==> config.mk <==
export PLATFORM = sky130hd
export DESIGN_NAME = result_demux1to4by32
export DESIGN_NICKNAME = d
export VERILOG_FILES = /design/src/rtl/result_demux1to4by32_pkg.sv /design/src/rtl/result_demux1to4by32_hold_slot.sv /design/src/rtl/result_demux1to4by32.sv
export SDC_FILE = /design/constraint.sdc
export NUM_CORES = 1
export LEC_CHECK = 0
export CAP_MARGIN = 15
export CORE_AREA = 2 2 114 116
export CTS_CLUSTER_DIAMETER = 100
export CTS_CLUSTER_SIZE = 40
export DETAILED_ROUTE_END_ITERATION = 7
export DIE_AREA = 0 0 116 118
export PLACE_DENSITY = 0.71
export SLEW_MARGIN = 30
export SYNTH_ARGS = -nofsm -noshare
export SYNTH_HDL_FRONTEND = slang
export SYNTH_SLANG_ARGS = --single-unit
==> constraint.sdc <==
create_clock -name clk -period 1.2 [get_ports clk]
set_input_delay 0.24 -clock clk [delete_from_list [all_inputs] [get_ports clk]]
set_output_delay 0.24 -clock clk [all_outputs]
set_load 0.05 [all_outputs]
==> src/rtl/result_demux1to4by32_pkg.sv <==
// Shared destination codes and sizing for the result demux and its holding slots.
`ifndef RESULT_DEMUX1TO4BY32_PKG_SV
`define RESULT_DEMUX1TO4BY32_PKG_SV
package result_demux1to4by32_pkg;

    localparam int DEMUX_NUM_OUT = 4;
    localparam int DEMUX_ADDR_W  = 2;

    typedef enum logic [DEMUX_ADDR_W-1:0] {
        DEST_GPR  = 2'd0,
        DEST_FPR  = 2'd1,
        DEST_HILO = 2'd2,
        DEST_FCSR = 2'd3
    } dest_e;

endpackage
`endif

==> src/rtl/result_demux1to4by32_hold_slot.sv <==
// One-entry valid/data holding register; loads 1 cycle after accept.
// Refill wins over drain in the same cycle, so a slot can stream 1 word/cycle.
module demux_hold_slot #(
    parameter int WIDTH = 32
) (
    input  logic             clk,
    input  logic             reset_n,
    input  logic             load,
    input  logic             drain,
    input  logic [WIDTH-1:0] din,
    output logic             valid,
    output logic [WIDTH-1:0] dout
);

    logic             valid_q, valid_d;
    logic [WIDTH-1:0] data_q, data_d;

    always_comb begin
        valid_d = valid_q;
        data_d  = data_q;
        if (drain) begin
            valid_d = 1'b0;
        end
        if (load) begin
            valid_d = 1'b1;
            data_d  = din;
        end
    end

    always_ff @(posedge clk) begin
        if (!reset_n) begin
            valid_q <= 1'b0;
            data_q  <= '0;
        end else begin
            valid_q <= valid_d;
            data_q  <= data_d;
        end
    end

    assign valid = valid_q;
    assign dout  = data_q;

endmodule

==> src/rtl/result_demux1to4by32.sv <==
// Buffered 1-to-4 result demux (GPR/FPR/HILO/FCSR); 1-cycle accept-to-valid latency.
// in_ready stalls only the address whose slot is full and not draining; RESULT_DEMUX_PERF_CNT_EN adds perf_cnt.
module result_demux1to4by32
    import result_demux1to4by32_pkg::*;
#(
    parameter int WIDTH = 32,
    parameter int CNT_W = 16
) (
    input  logic                     clk,
    input  logic                     reset_n,
    input  logic                     in_valid,
    output logic                     in_ready,
    input  logic [DEMUX_ADDR_W-1:0]  in_addr,
    input  logic [WIDTH-1:0]         in_data,
    output logic [DEMUX_NUM_OUT-1:0] out_valid,
    input  logic [DEMUX_NUM_OUT-1:0] out_ready,
    output logic [WIDTH-1:0]         out_data0,
    output logic [WIDTH-1:0]         out_data1,
    output logic [WIDTH-1:0]         out_data2,
    output logic [WIDTH-1:0]         out_data3
`ifdef RESULT_DEMUX_PERF_CNT_EN
    ,
    output logic [DEMUX_NUM_OUT*CNT_W-1:0] perf_cnt
`endif
);

    if (CNT_W < 1) begin : g_bad_cnt_w
        $error("CNT_W must be at least 1");
    end

    logic                     accept;
    logic [DEMUX_NUM_OUT-1:0] load;
    logic [DEMUX_NUM_OUT-1:0] drain;
    logic [WIDTH-1:0]         slot_dout [DEMUX_NUM_OUT];

    assign in_ready = !out_valid[in_addr] || out_ready[in_addr];
    assign accept   = in_valid && in_ready;
    assign drain    = out_valid & out_ready;

    always_comb begin
        load = '0;
        for (int k = 0; k < DEMUX_NUM_OUT; k++) begin
            load[k] = accept && (in_addr == DEMUX_ADDR_W'(k));
        end
    end

    for (genvar k = 0; k < DEMUX_NUM_OUT; k++) begin : g_slot
        demux_hold_slot #(.WIDTH(WIDTH)) u_slot (
            .clk     (clk),
            .reset_n (reset_n),
            .load    (load[k]),
            .drain   (drain[k]),
            .din     (in_data),
            .valid   (out_valid[k]),
            .dout    (slot_dout[k])
        );
    end

    assign out_data0 = slot_dout[DEST_GPR];
    assign out_data1 = slot_dout[DEST_FPR];
    assign out_data2 = slot_dout[DEST_HILO];
    assign out_data3 = slot_dout[DEST_FCSR];

`ifdef RESULT_DEMUX_PERF_CNT_EN
    logic [CNT_W-1:0] cnt_q [DEMUX_NUM_OUT];
    logic [CNT_W-1:0] cnt_d [DEMUX_NUM_OUT];

    // Saturate rather than wrap so a long run never reads as a small count.
    always_comb begin
        for (int k = 0; k < DEMUX_NUM_OUT; k++) begin
            cnt_d[k] = cnt_q[k];
            if (load[k] && (cnt_q[k] != {CNT_W{1'b1}})) begin
                cnt_d[k] = cnt_q[k] + CNT_W'(1);
            end
        end
    end

    always_ff @(posedge clk) begin
        for (int k = 0; k < DEMUX_NUM_OUT; k++) begin
            if (!reset_n) begin
                cnt_q[k] <= '0;
            end else begin
                cnt_q[k] <= cnt_d[k];
            end
        end
    end

    for (genvar k = 0; k < DEMUX_NUM_OUT; k++) begin : g_perf
        assign perf_cnt[k*CNT_W +: CNT_W] = cnt_q[k];
    end
`endif

endmodule

==> impl_results.md, run 1 <==
- Switching portion of total power: 26.2%
- Synth area leader: dfxtp_1
- Psw: 2.98 mW
- Final WS setup: -598 ps
- Sequential area share after synthesis: 54.0%
- Post-DP HPWL: 9850 um
- CP Capture Type: output pin
- Buffers added on ports: around 170
- Initial antenna violation count: 0
- Gr usage total: 23.1%
- Post-Synthesis Cells: between 400 and 500
- Most common cell in the netlist: nand2_1
- Synth cell types: 17
- Routed vias/inst: 4.85
- Fraction of layout cells with a size suffix above 1: between 50% and 60%
- CTS H-tree depth: 4
- Post-synth EDFFs: 0
- Metal-1 WL: 6230 um
- Initial core utilization: around two fifths
- Power, Total: 11.4 mW
- Max-Cap Viols: 0
- Met2 wire length: 8280 um
- Internal power: 8.41 mW
- Async set-reset flop share out of synthesis: 0%
- Failing checks: setup timing
- Clock sink total: 132
- Total Neg Setup Slack: -7620 ps
- I/O pin cnt: 174
- Die width: between 100 and 150 um
- Final Hold Viols: 0
- Critical Path Fanout Max: 3
- Top sig layer: met4
- Power per cell area: between 1000 and 1500 nW/um^2
- Pre-Repair DR Iteration Count: 4
- Top_reg_cell synth: dfxtp_1
- Syn avg cell area: 10.4 um^2
- Initial DRC count: 223
- Synth top area share: between 50% and 60%
- F_max: 0.556 GHz
- CP Class: reg -> out
- Placer Congestion: 0.773
- Worst-Skew Late Latency: about 420 ps
- Max VDD drop: 1060 uV
- Layout Nets: slightly above 700
- Rows: 41
- Syn-to-layout area delta: 92.0%
- Wire per inst: 18.5 um
- Flop pwr share: 41.6%
- Period utilisation layout: 150%
- N_diodes: 0
- Worst Path Required: 960 ps
- First-pass GRT wire length: 23900 um
- Via count: roughly 4.1k
- Clk pwr share: roughly two fifths
- CTS tree: done
- Syn nets: ~510
- Synth top area cells: dfxtp_1 (54%), mux2i_1 (26%), nand2_1 (12%), buf_4 (1.7%), buf_6 (1.4%)
- Clock Skews: 9.10 ps
- WL met3: 998 um
- Clk buf depth: 2
- Flip-flop and latch count after synthesis: 132
- Leak: 3.98 nW
- Worst-path clk slew: 60 ps
- Vias in the first global route: 4336
- Slew Limit Headroom: 82.2%
- Min-Delay Path Class: in -> reg
- Die Ht: between 100 and 150 um
- Hold buffers post-CTS: 0
- Crit path arrival time: 1560 ps
- Number of remaining DRC errors: 0
- Synth Cell Area: 4890 um^2
- Status: finished with violations
- Logic pwr share: 17.9%
- Grt total ovfl: 0
- Synth cell count leaders: nand2_1 (161), dfxtp_1 (132), mux2i_1 (128)
- Largest net degree at the start of global routing: 57
- Antenna viol nets, final: 0
- CORE AREA: around 12000 um^2
- CP Launch Type: register
- Num CTS Buffers: 17
- Total wire length: 15800 um
- RSZ-0062 raised after global routing: true
- Slew @ Worst Pin: 266 ps
- Slew Limit Fails: 0
- Clock Tree Root: clkbuf_16
- Die ar.: 13700 um^2
- Yosys warnings: 0
- Min Tclk post-route: between 1500 and 2000 ps
- Final setup violation count: 84
sequential cells by signal (all words and copies together) (netlist names):
| name | count |
|---|---|
| g_slot.u_slot.valid | 4 |
| g_slot.u_slot.dout | 128 |
final timing paths:
path / slack [ps] / from / endpoint / cells after the start
worst max-delay path: -600 / g_slot[0].u_slot.valid / in_ready / 3
worst min register to register: 480 / g_slot[0].u_slot.dout[13] / g_slot[0].u_slot.dout[13] / 2
worst max register to register: -190 / g_slot[0].u_slot.valid / g_slot[0].u_slot.dout[5] / 5
worst min-delay path: 170 / reset_n / g_slot[3].u_slot.dout[20] / 3
what timing repair did:
item,4_1_cts,5_1_grt
setup endpoints to repair,177,153
setup buffers,10,5
gates resized for setup,104,73
pin swaps,2,3
cloned,9,1
placed cells by master, fill, tap and decap left out:
| master | instances |
|---|---|
| dlymetal6s2s_1 | 1 |
| buf_4 | 9 |
| buf_12 | 144 |
| mux2i_2 | 9 |
| clkdlybuf4s50_1 | 34 |
| buf_16 | 7 |
| dlygate4sd2_1 | 4 |
| nand2b_1 | 2 |
| buf_6 | 12 |
| nand4_4 | 1 |
| dfxtp_1 | 5 |
| nand4b_1 | 1 |
| clkbuf_1 | 5 |
| mux2i_1 | 118 |
| a21boi_0 | 1 |
| clkinv_2 | 5 |
| a21boi_2 | 1 |
| mux4_2 | 1 |
| buf_8 | 2 |
| nor3_4 | 1 |
| nand2b_4 | 2 |
| nor4b_4 | 1 |
| clkbuf_8 | 4 |
| clkbuf_16 | 18 |
| o21a_1 | 2 |
| dfxtp_2 | 126 |
| nand2_1 | 161 |
| dfxtp_4 | 1 |
| nor2b_4 | 2 |
| mux2i_4 | 1 |
kinds of logic after synthesis:
logic type	Yosys count	synth area share, %
AND/OR/NAND/NOR	171	14.1
flip-flops	132	54.0
multiplexers	129	26.7
buffers and inverters	36	4.61
AO/OA/AOI/OAI	4	0.614
power by group through the flow:
stage / Clock, mW / Combinational, mW / Sequential, mW
CTS: 4.65 / 2.03 / 4.73
floorplan: 0 / 0.440 / 5.23
finish: 4.61 / 2.04 / 4.74
global route: 4.87 / 2.12 / 4.76
detailed placement: 0 / 1.88 / 4.80
global placement: 0 / 1.85 / 4.79
stage by stage:
step	utilization (%)	instance area (um^2)	setup WS [ps]	hold WS, ps	instances
floorplan	-	4930	-47.7	444	472
global placement	66.3	8230	-535	480	801
detailed placement	66.3	8230	-614	486	801
CTS	74.5	9250	-570	159	850
global route	75.6	9390	-617	179	853
finish	75.6	9390	-598	174	853
metal layers:
metal / up-vias / track usage [%]
li1: 1959 / -
met1: 2028 / 26.3
met2: 134 / 40.1
met3: 19 / 7.72
met4: 0 / 7.59
met5: - / 0
layout make-up:
cell class | instances | area (um^2)
clock inverter | 5 | 25.0
multi-input combinational | 304 | 2130
tap | 172 | 215
clock buffer | 26 | 499
sequential | 132 | 2800
timing repair buffer | 214 | 3720
fill | 811 | 3020
critical path: stages (launching register included):
cell	delay (ps)
dfxtp_2	360
nand2b_1	80
mux4_2	520
buf_8	180
No activity file was read; power rests on OpenSTA's default activity.
==> run 2: changes to the inputs <==
Settings changed: ABC_AREA from default to 1, CAP_MARGIN 15 to default, CORE_AREA 2 2 114 116 to 2 2 126 128, DIE_AREA 0 0 116 118 to 0 0 128 130, MAX_ROUTING_LAYER from default to met4, PLACE_DENSITY 0.71 to 0.72.
==> impl_results.md, run 2 <==
- Largest net degree at the start of global routing: 68 (+19%)
- Delay-heaviest family, CP: simple AND/OR/NAND/NOR gates
- Synth top area cells: dfxtp_1 (40%), nand2_1 (15%), inv_1 (15%), nand4_1 (12%), nor2_1 (7.4%)
- Post-synth EDFFs: 0 (unchanged)
- Cell area after layout: 11700 um^2 (+25%)
- Initial antenna violation count: 0 (unchanged)
- Max VDD drop: 983 uV (-7.1%)
- Final setup violation count: 137 (+63%)
- Total Neg Setup Slack: -47010 ps (-39390 ps)
- Gr usage total: 26.5% (+3.4 points)
- Fraction of layout cells with a size suffix above 1: 41.0% (-9.9 points)
- CP Launch Type: register
- Power per cell area: 1120 nW/um^2 (-7.9%)
- I/O pin cnt: 174 (unchanged)
- Async set-reset flop share out of synthesis: 0% (unchanged)
- Synth top area share: 39.9% (-14 points)
- Antenna viol nets, final: 0 (unchanged)
- Status: finished with violations
- Top_reg_cell synth: dfxtp_1
- Max incr delay on CP: 330 ps (-190 ps)
- Sequential area share after synthesis: 39.9% (-14 points)
- Most common cell in the netlist: nand2_1
- Min-Delay Path Class: in -> reg
- Die width: 128 um (+10%)
- Period utilisation layout: 140% (-10 points)
- Flip-flop and latch count after synthesis: 132 (unchanged)
- Met3 Resource Use GR: 5.29% (-2.4 points)
- Clock sink total: 132 (unchanged)
- CP Class: reg -> reg
- CTS tree: done
- Slowest stage cell, crit path: dfxtp_2
- Psw: 4.07 mW (+36%)
- CP Capture Type: register
- Via count: 7243 (+75%)
- Slew @ Worst Pin: 353 ps (+87.1 ps)
- Flop pwr share: 37.8% (-3.8 points)
- Logic pwr share: 28.6% (+11 points)
- Worst-Skew Late Latency: 410 ps (about the same)
- Num CTS Buffers: 17 (unchanged)
- Switching portion of total power: 31.1% (+4.9 points)
- Vias in the first global route: 6558 (+51%)
- Post-Synthesis Cells: 1046 (+120%)
- Leading cell type in the layout, fill and taps excluded: inv_1
- Pre-Repair DR Iteration Count: 5 (+1)
- Syn avg cell area: 6.33 um^2 (-39%)
- Placer Congestion: 0.805 (+4.2%)
- Synth cell count leaders: nand2_1 (272), inv_1 (268), dfxtp_1 (132)
- Failing checks: setup timing
- Clk buf depth: 2 (unchanged)
- CP most frequent cell: nand2_2
- Critical Path Fanout Max: 6 (+3)
- Max-Cap Viols: 0 (unchanged)
- Grt total ovfl: 0 (unchanged)
- Global route hottest layer: met2
- Syn-to-layout area delta: 77.0%
- Worst-path clk slew: 60 ps (about the same)
- Slew Limit Fails: 0 (unchanged)
- Total wire length: 23600 um (+50%)
- N_diodes: 0 (unchanged)
- Initial core utilization: 42.9% (+3.5 points)
- Die Ht: 130 um (+10%)
- Post-DP HPWL: 13400 um (+36%)
- Leak: 5.63 nW (+41%)
- CP startpoint: g_slot[1].u_slot.valid
- Max FFs per register: 128 (unchanged)
- CORE AREA: 15400 um^2 (+24%)
- Reg-to-Reg Start: g_slot[1].u_slot.valid
- Clock Tree Root: clkbuf_16
- Met2 Resource Use GR: 43.7% (+3.6 points)
- Worst path bufs/invs: 4 (+3)
- Synth cell types: 19 (+2)
- Final WS setup: -478 ps (+120 ps)
- Global routing usage on met1: 32.0% (+5.7 points)
- Synth area leader: dfxtp_1
- Layout Nets: 1278 (+80%)
- Placed Area: 10000 um^2 (+22%)
- Initial DRC count: 627 (+180%)
- Wire per inst: 16.4 um (-11%)
- RSZ-0062 raised after global routing: true
- Slew Limit Headroom: 76.5% (-5.7 points)
- CTS H-tree depth: 4 (unchanged)
- Buffers added on ports: 173 (unchanged)
- Crit path arrival time: 2010 ps (+450 ps)
- Synth Cell Area: 6620 um^2 (+35%)
- Worst Path Required: 1530 ps (+570 ps)
- Internal power: 9.02 mW (+7.2%)
- Syn nets: 1087 (+110%)
- Number of remaining DRC errors: 0 (unchanged)
- Hold path startpoint: reset_n
- Clock Skews: 6.14 ps (-2.96 ps)
- F_max: 0.596 GHz (+7.2%)
- Routed vias/inst: 5.05 (+4.0%)
- Hold buffers post-CTS: 0 (unchanged)
- Final Hold Viols: 0 (unchanged)
- Die ar.: 16600 um^2 (+22%)
- CP Cell Sequence: nand2_1 -> nand2_2 -> nand2_2 -> nand2_4 -> nand2_8 -> buf_6 -> buf_8 -> nand3_4 -> buf_12 -> nand2_2 -> inv_1 -> nor2_1
- Clk pwr share: 33.6% (-6.8 points)
- Most frequent cells in the layout: inv_1 (235), nand2_1 (192), buf_12 (147)
- Min Tclk post-route: 1680 ps (-120 ps)
- First-pass GRT wire length: 33300 um (+39%)
- Yosys warnings: 0 (unchanged)
- Rows: 46 (+12%)
run 2: cell types whose count changed in the layout (fill, tap and decap cells not counted), moves of 31 or more:
cell | before | now
inv_1 | 0 | 235
mux2i_1 | 118 | 0
nand2_1 | 161 | 192
nand4_1 | 0 | 128
nor2_1 | 0 | 108
inv_2 | 0 | 59
nand2_2 | 0 | 61
run 2: layout make-up:
cell class,instances,area (um^2)
repair buffers,245,4240
fillers,1026,3710
multi-input cells,545,2860
flip-flops and latches,132,2780
inverters,296,1120
clock buffers,24,472
well taps,192,240
clock inverters,1,5.00
run 2: timing repair:
item / 4_1_cts / 5_1_grt
gates cloned: 10 / 11
buffers inserted: 8 / 4
gates resized for setup: 73 / 224
pin swaps: 4 / 72
hold endpoints to repair: 0 / 0
endpoints found under the setup margin: 185 / 200
run 2: worst min-delay path: stages:
cell and delay [ps]:
buf_4 220, nand2_1 100, nor2_1 40
run 2: logic make-up after synthesis:
family,after synthesis,synth area share [%]
AO/OA/AOI/OAI,4,0.303
buffers and inverters,369,23.1
AND/OR/NAND/NOR,541,36.7
flip-flops,132,39.9
run 2: stage by stage:
stage,setup WS (ps),util (%),total power [mW],std cells,hold slack (ps)
after global placement,-720,64.9,8.19,1379,532
final,-478,75.9,13.1,1435,222
after CTS,-420,71.2,12.8,1422,209
after floorplan,-113,-,6.68,1046,403
after global routing,-519,75.9,13.6,1435,227
after detailed placement,-797,64.9,8.25,1379,539
run 2: power by group through the flow:
stage          logic, mW  registers (mW)  clock network (mW)
5_1_grt             3.96            4.96                4.65
4_1_cts             3.43            4.92                4.43
6_report            3.74            4.94                4.40
2_1_floorplan       1.04            5.64                   0
3_5_place_dp        3.26            4.99                   0
3_3_place_gp        3.21            4.98                   0
run 2: worst paths after layout:
kind,end,slack [ps],cells after the start
max,g_slot[1].u_slot.dout[1],-480,12
min,g_slot[0].u_slot.dout[25],220,3
max reg2reg,g_slot[1].u_slot.dout[1],-480,12
min reg2reg,g_slot[0].u_slot.dout[17],530,4
run 2: per-layer routing:
metal  routed length [um]  up-vias
li1                     -     3462
met1                 9490     3351
met2                11400      359
met3                 1760       71
met4                  888        0
met5                    0        -
==> run 3: changes to the inputs <==
Settings changed: ABC_AREA 1 to default, CORE_AREA 2 2 126 128 to 2 2 114 116, DIE_AREA 0 0 128 130 to 0 0 116 118, PLACE_DENSITY 0.72 to 0.71.
==> impl_results.md, run 3 (synthesized netlist as in run 1, its figures left out) <==
- Status: finished with violations
- Failing checks: setup timing
- Post-DP HPWL: 9850 um (-27%)
- Via count: 4133 (-43%)
- DP Worst Slack: -614 ps (+183 ps)
- Fraction of layout cells with a size suffix above 1: 51.0% (+9.9 points)
- Power, Total: 11.4 mW (-13%)
- Grt total ovfl: 0 (unchanged)
- Cell Count Post-Placement: 801 (-42%)
- Slew @ Worst Pin: 268 ps (-85.1 ps)
- Slowest stage cell, crit path: mux4_2
- Final WS setup: -596 ps (-119 ps)
- Num CTS Buffers: 17 (unchanged)
- Worst-path clk slew: 50 ps (about the same)
- CTS tree: done
- Critical Path Fanout Max: 3 (-3)
- CP Class: reg -> out
- Min-Delay Path Class: in -> reg
- Most frequent cells in the layout: nand2_1 (161), buf_12 (144), dfxtp_2 (126)
- Worst-Skew Late Latency: 420 ps (about the same)
- Rows: 41 (-11%)
- CP Cell Sequence: nand2b_1 -> mux4_2 -> buf_8
- Period utilisation layout: 150% (+9.9 points)
- Gr usage total: 23.7% (-2.8 points)
- Largest net degree at the start of global routing: 57 (-16%)
- Max-Cap Viols: 0 (unchanged)
- Min Tclk post-route: 1800 ps (+119 ps)
- CORE AREA: 12400 um^2 (-20%)
- Power per cell area: 1210 nW/um^2 (+8.7%)
- Leak: 3.98 nW (-29%)
- Antenna viol nets, final: 0 (unchanged)
- Syn-to-layout area delta: 92.0%
- Number of remaining DRC errors: 0 (unchanged)
- Total wire length: 15800 um (-33%)
- Clk buf depth: 2 (unchanged)
- Leading cell type in the layout, fill and taps excluded: nand2_1
- Clock sink total: 132 (unchanged)
- F_max: 0.557 GHz (-6.6%)
- RSZ-0062 raised after global routing: true
- Die ar.: 13700 um^2 (-18%)
- Final setup violation count: 84 (-39%)
- Clock Tree Root: clkbuf_16
- CTS H-tree depth: 4 (unchanged)
- Slew Limit Headroom: 82.1% (+5.6 points)
- Slew Limit Fails: 0 (unchanged)
- Layout Cells excl Fill: 853 (-41%)
- Final hold slack: 169 ps (-53.5 ps)
- CP Capture Type: output pin
- Vias in the first global route: 4348 (-34%)
- Initial core utilization: 39.4% (-3.5 points)
- Die Ht: 118 um (-9.2%)
- Pre-Repair DR Iteration Count: 4 (-1)
- Layout Nets: 710 (-44%)
- CP Launch Type: register
- N_diodes: 0 (unchanged)
- I/O pin cnt: 174 (unchanged)
- Clock Skews: 4.59 ps (-1.55 ps)
- Fill cells: 811 (-21%)
- Placer Congestion: 0.783 (-2.7%)
- Crit path arrival time: 1560 ps (-450 ps)
- Final Hold Viols: 0 (unchanged)
- Initial antenna violation count: 0 (unchanged)
- Routed vias/inst: 4.85 (-4.0%)
- Max incr delay on CP: 520 ps (+190 ps)
- Max FFs per register: 128 (unchanged)
- Max VDD drop: 1060 uV (+7.7%)
- Wire per inst: 18.5 um (+12%)
- Die width: 116 um (-9.4%)
- First-pass GRT wire length: 23800 um (-29%)
- Worst Path Required: 960 ps (-570 ps)
- Buffers added on ports: 173 (unchanged)
- Initial DRC count: 211 (-66%)
## run 3: cell count changes in the layout (fill, tap and decap cells not counted), moves of 59 or more
cell / delta
nor2_1: -108
mux2i_1: +118
nand4_1: -128
inv_2: -59
nand2_2: -61
inv_1: -235
## run 3: routing by layer
metal | GRT usage (%) | up-vias | share of wire, %
met3 | 7.21 | 19 | 6.7
met4 | 7.59 | 0 | 1.6
met2 | 40.2 | 139 | 52
met1 | 26.4 | 2017 | 40
li1 | - | 1958 | -
met5 | - | - | 0
## run 3: power by group
group / internal (mW) / leakage (nW) / switching, mW
combinational: 1.01 / 2.59 / 1.03
clock: 2.83 / 0.264 / 1.79
sequential: 4.57 / 1.13 / 0.170
## run 3: stage by stage
step | area, um^2 | utilization (%) | setup TNS [ps]
2_1_floorplan | 4930 | - | -219
3_3_place_gp | 8230 | 66.3 | -58620
3_5_place_dp | 8230 | 66.3 | -64920
5_1_grt | 9390 | 75.6 | -12380
4_1_cts | 9250 | 74.5 | -8920
6_report | 9390 | 75.6 | -7430
## run 3: path summary, 6_finish.rpt
| check | start | endpoint | slack [ps] | cells past startpoint |
|---|---|---|---|---|
| setup / recovery | g_slot[0].u_slot.valid | in_ready | -600 | 3 |
| hold / removal | reset_n | g_slot[3].u_slot.dout[20] | 170 | 3 |
| setup reg to reg | g_slot[0].u_slot.valid | g_slot[0].u_slot.dout[5] | -190 | 5 |
| hold reg to reg | g_slot[0].u_slot.dout[22] | g_slot[0].u_slot.dout[22] | 480 | 2 |
## run 3: repair_timing
| item | in CTS | in global routing |
|---|---|---|
| cloned | 9 | 1 |
| setup endpoints to repair | 177 | 153 |
| hold endpoints to repair | 0 | 0 |
| hold buffers | 0 | 0 |
| resized for setup | 104 | 73 |
| setup buffers | 10 | 5 |
| pin swaps | 2 | 3 |
## run 3: area by class of cell
class	instances	area, um^2	area share [%]
Tap cell	172	215	2.29
Clock inverter	5	25.0	0.266
Multi-Input combinational cell	304	2130	22.6
Clock buffer	26	499	5.32
Timing Repair Buffer	214	3720	39.6
Sequential cell	132	2800	29.9
## run 3: worst max-delay path, delay by kind of cell, from the launching register on
kind | cells | cell delay [ps]
simple gates | 1 | 80
mux | 1 | 520
buf+inv | 1 | 180
flops | 1 | 360
